File: src/rtl/ota_test_pkg.sv
// Shared types, defaults and helpers for the OTA offset SAR measurement engine.
package ota_test_pkg;

  typedef enum logic [1:0] {
    IDLE   = 2'd0,
    SETTLE = 2'd1,
    SAMPLE = 2'd2,
    DONE   = 2'd3
  } state_t;

  localparam int unsigned DEF_N_BITS        = 8;
  localparam int unsigned DEF_SETTLE_CYCLES = 1024;

  function automatic logic maj3(input logic a, input logic b, input logic c);
    return (a & b) | (a & c) | (b & c);
  endfunction

endpackage

File: src/rtl/ota_pwm_dac.sv
// 1-bit PWM DAC: free-running period counter compared against the trial code.
module ota_pwm_dac
  import ota_test_pkg::*;
#(
  parameter int unsigned N_BITS = DEF_N_BITS
) (
  input  logic              clk,
  input  logic              rst,
  input  logic              en,
  input  logic              clr,
  input  logic [N_BITS-1:0] code,
  output logic              pwm_out
);

  logic [N_BITS-1:0] pcnt;

  // Period counter wraps naturally at 2^N_BITS; the output is the registered compare.
  always_ff @(posedge clk) begin
    if (rst) begin
      pcnt    <= '0;
      pwm_out <= 1'b0;
    end else begin
      if (clr) begin
        pcnt <= '0;
      end else if (en) begin
        pcnt <= pcnt + N_BITS'(1);
      end else begin
        pcnt <= pcnt;
      end
      pwm_out <= en & (pcnt < code);
    end
  end

endmodule

File: src/rtl/ota_offset_sar.sv
// Stimulus-and-measure engine: PWM-driven VIN+ plus a comparator-based
// successive-approximation search for the OTA trip code.
module ota_offset_sar
  import ota_test_pkg::*;
#(
  parameter int unsigned N_BITS        = DEF_N_BITS,
  parameter int unsigned SETTLE_CYCLES = DEF_SETTLE_CYCLES
) (
  input  logic              clk,
  input  logic              rst,
  input  logic              start,
  input  logic              cmp_in,
  output logic              pwm_out,
  output logic              busy,
  output logic              done,
  output logic [N_BITS-1:0] result,
  output logic              result_valid
);

  localparam int unsigned SW = $clog2(SETTLE_CYCLES + 1);
  localparam int unsigned BW = (N_BITS > 1) ? $clog2(N_BITS) : 1;

  state_t            state, state_nx;
  logic              cmp_s1, cmp_s2;
  logic [SW-1:0]     settle_cnt, settle_cnt_nx;
  logic [1:0]        samp_cnt, samp_cnt_nx;
  logic [1:0]        caps, caps_nx;
  logic [BW-1:0]     bit_idx, bit_idx_nx;
  logic [N_BITS-1:0] code, code_nx, code_tmp, result_nx;
  logic              busy_nx, done_nx, valid_nx, pwm_clr, decision;

  // Next-state, SAR update and output intent; every target defaulted first.
  always_comb begin
    state_nx      = state;
    settle_cnt_nx = settle_cnt;
    samp_cnt_nx   = samp_cnt;
    caps_nx       = caps;
    bit_idx_nx    = bit_idx;
    code_nx       = code;
    code_tmp      = code;
    result_nx     = result;
    valid_nx      = result_valid;
    done_nx       = 1'b0;
    pwm_clr       = 1'b0;
    decision      = 1'b0;
    case (state)
      IDLE: begin
        if (start) begin
          bit_idx_nx    = BW'(N_BITS - 1);
          code_nx       = N_BITS'(1) << (N_BITS - 1);
          settle_cnt_nx = '0;
          samp_cnt_nx   = 2'd0;
          valid_nx      = 1'b0;
          pwm_clr       = 1'b1;
          state_nx      = SETTLE;
        end else begin
          state_nx = IDLE;
        end
      end
      SETTLE: begin
        if (settle_cnt == SW'(SETTLE_CYCLES - 1)) begin
          samp_cnt_nx = 2'd0;
          state_nx    = SAMPLE;
        end else begin
          settle_cnt_nx = settle_cnt + SW'(1);
        end
      end
      SAMPLE: begin
        if (samp_cnt == 2'd2) begin
          // Third capture is the live synchronized value; vote across all three.
          decision = maj3(caps[0], caps[1], cmp_s2);
          if (decision) begin
            code_tmp[bit_idx] = 1'b0;
          end else begin
            code_tmp[bit_idx] = 1'b1;
          end
          if (bit_idx != '0) begin
            bit_idx_nx              = bit_idx - BW'(1);
            code_tmp[bit_idx - BW'(1)] = 1'b1;
            settle_cnt_nx           = '0;
            pwm_clr                 = 1'b1;
            state_nx                = SETTLE;
          end else begin
            result_nx = code_tmp;
            valid_nx  = 1'b1;
            done_nx   = 1'b1;
            state_nx  = DONE;
          end
          code_nx = code_tmp;
        end else begin
          caps_nx[samp_cnt[0]] = cmp_s2;
          samp_cnt_nx          = samp_cnt + 2'd1;
        end
      end
      DONE: begin
        state_nx = IDLE;
      end
      default: begin
        state_nx = IDLE;
      end
    endcase
    busy_nx = (state_nx == SETTLE) || (state_nx == SAMPLE);
  end

  // State, SAR registers, comparator synchronizer and registered outputs.
  always_ff @(posedge clk) begin
    if (rst) begin
      state        <= IDLE;
      cmp_s1       <= 1'b0;
      cmp_s2       <= 1'b0;
      settle_cnt   <= '0;
      samp_cnt     <= 2'd0;
      caps         <= 2'd0;
      bit_idx      <= '0;
      code         <= '0;
      result       <= '0;
      result_valid <= 1'b0;
      busy         <= 1'b0;
      done         <= 1'b0;
    end else begin
      state        <= state_nx;
      cmp_s1       <= cmp_in;
      cmp_s2       <= cmp_s1;
      settle_cnt   <= settle_cnt_nx;
      samp_cnt     <= samp_cnt_nx;
      caps         <= caps_nx;
      bit_idx      <= bit_idx_nx;
      code         <= code_nx;
      result       <= result_nx;
      result_valid <= valid_nx;
      busy         <= busy_nx;
      done         <= done_nx;
    end
  end

  // Counter restarts on each new trial code and is parked at 0 outside a run.
  ota_pwm_dac #(.N_BITS(N_BITS)) u_pwm (
    .clk     (clk),
    .rst     (rst),
    .en      (busy),
    .clr     (pwm_clr | ~busy_nx),
    .code    (code),
    .pwm_out (pwm_out)
  );

endmodule
File: config.mk
export PLATFORM = sky130hd
export DESIGN_NAME = ota_offset_sar
export DESIGN_NICKNAME = d
export VERILOG_FILES = /design/src/rtl/ota_test_pkg.sv /design/src/rtl/ota_pwm_dac.sv /design/src/rtl/ota_offset_sar.sv
export SDC_FILE = /design/constraint.sdc
export NUM_CORES = 1
export LEC_CHECK = 0
export CELL_PAD_IN_SITES_DETAIL_PLACEMENT = 2
export CELL_PAD_IN_SITES_GLOBAL_PLACEMENT = 2
export CORE_MARGIN = 1.5
export CORE_UTILIZATION = 38
export CTS_CLUSTER_DIAMETER = 50
export DETAILED_ROUTE_END_ITERATION = 6
export PLACE_DENSITY_LB_ADDON = 0.1
export RECOVER_POWER = 50
export SYNTH_ARGS = -nofsm -noshare
export SYNTH_HDL_FRONTEND = slang
export SYNTH_SLANG_ARGS = --single-unit
File: constraint.sdc
create_clock -name clk -period 5 [get_ports clk]
set_clock_uncertainty 0.15 [all_clocks]
set_input_delay 1 -clock clk [delete_from_list [all_inputs] [get_ports clk]]
set_output_delay 1 -clock clk [all_outputs]
set_load 0.02 [all_outputs]
==> metrics.txt <==
final WL=6590 microns; status=finished, final reports clean; Core Area=6310 sq um; DRC=0; max-cap violation count=0; CTS max path bufs=2; H-tree depth=2; DPL Wire Length=4910 microns; Vias/cell=5.38; RSZ-0062 raised after global routing=false; Critical Path Source Type=primary input; worst endpoint data arrival time=3150 ps; Die Y=83.4 microns; Fin Setup TNS=0 ps; worst vdd ir=0.129 mV; IO Count=16; worst-path maximum fanout=28; most common cell after layout, fill and taps aside=dfxtp_1; clock latency on the worst-skew pair=310 ps; most frequent cells in the layout=dfxtp_1 (50), nor2_1 (45), nand2_1 (37); cells after synthesis=303; Final nets=328; post-cts resize count=0; post-detailed-route count of antenna-violating nets=0; CP Capture Type=register; Area Overhead vs Synth=11.3%; sinks on the clock net=50; Slew Limit Fails=0; Initial Util=38.9%; 1st-iter DRT viols=69; chip width=83.4 microns; P_leak=1.00 nW; GRT Resource Usage Total=19.7%; first-pass GRT wire length=11100 microns; fin crit share=62.1%; Syn Area/Cell=8.11 sq um; Final min period=3110 ps; Post-CTS Setup Repair Bufs=0; Fin. Hold Viols=0; clock transition at the registers of the reported paths=90 ps; CTS tree=built; initial antenna violation count=0; Unique masters post-synth=44; synthesized cell area=2460 sq um; largest net degree at the start of global routing=29; row cnt=29; Ant. Diodes=0; slew of the pin with the lowest slew margin=1080 ps; drt pass-1 iters=4; Rel. slew slack=28.0%; Routed WL per cell=16.9 microns; CTS Buf Count=5; worst hold path class=register to register; die area=6960 sq um; #FFs+latches synth=50; share of layout cells above drive strength 1=4.15%; f_max=322 MHz; Setup CP Type=primary input to register; # hold bufs at CTS=0; routability cong.=0.717; Port Buffers=15; CP Data Required Time=5040 ps; Pwr Density=270 nW/um^2; hold slack=306 ps; syn_nets=319; Seq/Total Area, Yosys=40.7%; vias in the first global route=2251; total of warnings raised by yosys=0; Overflow after GRT=0; via count=2099; clock root cell=clkbuf_8; endpoints failing setup=0
[worst paths after layout]
path	slack [ps]	cells after the start	from	to
max	1890	6	rst	code[4]
min	310	1	cmp_s1	cmp_s2
min reg2reg	310	1	cmp_s1	cmp_s2
max reg2reg	2350	7	bit_idx[0]	settle_cnt[10]
[metrics by stage]
step                setup WS (ps)  instances  instance area, sq um  power (W)  utilization (%)
floorplan                    2910        303                  2460   0.000477                -
global placement             1740        382                  2640   0.000495             41.9
detailed placement           1660        382                  2640   0.000498             41.9
CTS                          1980        390                  2730   0.000749             43.3
global route                 1700        390                  2730   0.000775             43.3
finish                       1890        390                  2730   0.000739             43.3
[area by class of cell]
type                       instances  area [sq um]
fill                             710          3580
sequential                        50          1000
tap                               77          96.3
clock inverter                     1          5.00
inverter                          13          48.8
multi-input combinational        227          1350
timing repair buffer              15           150
clock buffer                       7          86.3
[critical path, stage by stage]
cell,delay [ps]
dlygate4sd3_1,1240
inv_1,250
nand2_1,290
a31oi_1,60
o21ai_0,170
o21ai_0,120
[where the power goes]
part	switching [W]	internal, W	leakage [nW]
Combinational	0.0000446	0.0000262	0.549
Sequential	0.0000134	0.000404	0.405
Clock	0.000139	0.000112	0.0482
Total	0.000197	0.000542	1.00
[flip-flops by register name, indices dropped and copies added, names as in the netlist]
register       count
samp_cnt           2
result_valid       1
u_pwm.pwm_out      1
done               1
cmp_s2             1
code               8
settle_cnt        11
result             8
bit_idx            3
u_pwm.pcnt         8
state              2
busy               1
cmp_s1             1
caps               2
[routing by layer]
layer  wire length [microns]  GRT usage [%]  vias to the layer above
li1                        -              -                     1052
met1                    3090           24.4                     1027
met2                    3330           35.8                       15
met3                     106           2.98                        5
met4                      60           4.92                        0
met5                       0              0                        -
[synthesized netlist by cell type]
cell	instances	area share (%)
nand3_1	7	1.4
or3b_4	1	0.46
clkbuf_2	1	0.20
buf_1	1	0.15
ha_1	12	6.1
o21bai_1	1	0.31
nor2b_1	4	1.0
inv_1	13	2.0
mux2i_1	5	2.0
nor4_1	5	1.3
a22oi_1	1	0.31
a21oi_1	26	5.3
and3_1	1	0.25
nand2_1	37	5.7
clkbuf_1	6	0.92
nor4b_1	1	0.36
buf_4	2	0.61
nor2_1	45	6.9
dfxtp_1	50	41
a21o_1	3	0.92
nand4_1	4	1.0
or2_2	2	0.51
nand3b_1	2	0.61
a2bb2oi_2	1	0.61
a31oi_1	6	1.5
or3_1	3	0.76
a22o_1	2	0.71
nand2b_1	6	1.5
o21ai_0	13	2.6
xor2_1	4	1.4
nor3b_1	4	1.2
buf_2	3	0.61
a211oi_1	1	0.31
o2111ai_1	1	0.36
o21ai_1	1	0.20
and3b_1	1	0.36
a311oi_1	1	0.36
nor3_1	10	2.0
mux2_2	1	0.46
o22ai_1	1	0.25
maj3_1	1	0.41
o32a_1	1	0.41
nor4_4	1	0.87
xnor2_1	11	3.9
[logic make-up after synthesis]
| kind of cell | Yosys count | share of synthesized area (%) |
|---|---|---|
| simple gates | 134 | 26.2 |
| compound gates | 59 | 14.2 |
| flops | 50 | 40.7 |
| buf+inv | 26 | 4.48 |
| xor+xnor | 15 | 5.35 |
| fa+ha+maj | 13 | 6.52 |
| mux | 6 | 2.49 |
Power figures use the tool's default switching activity.
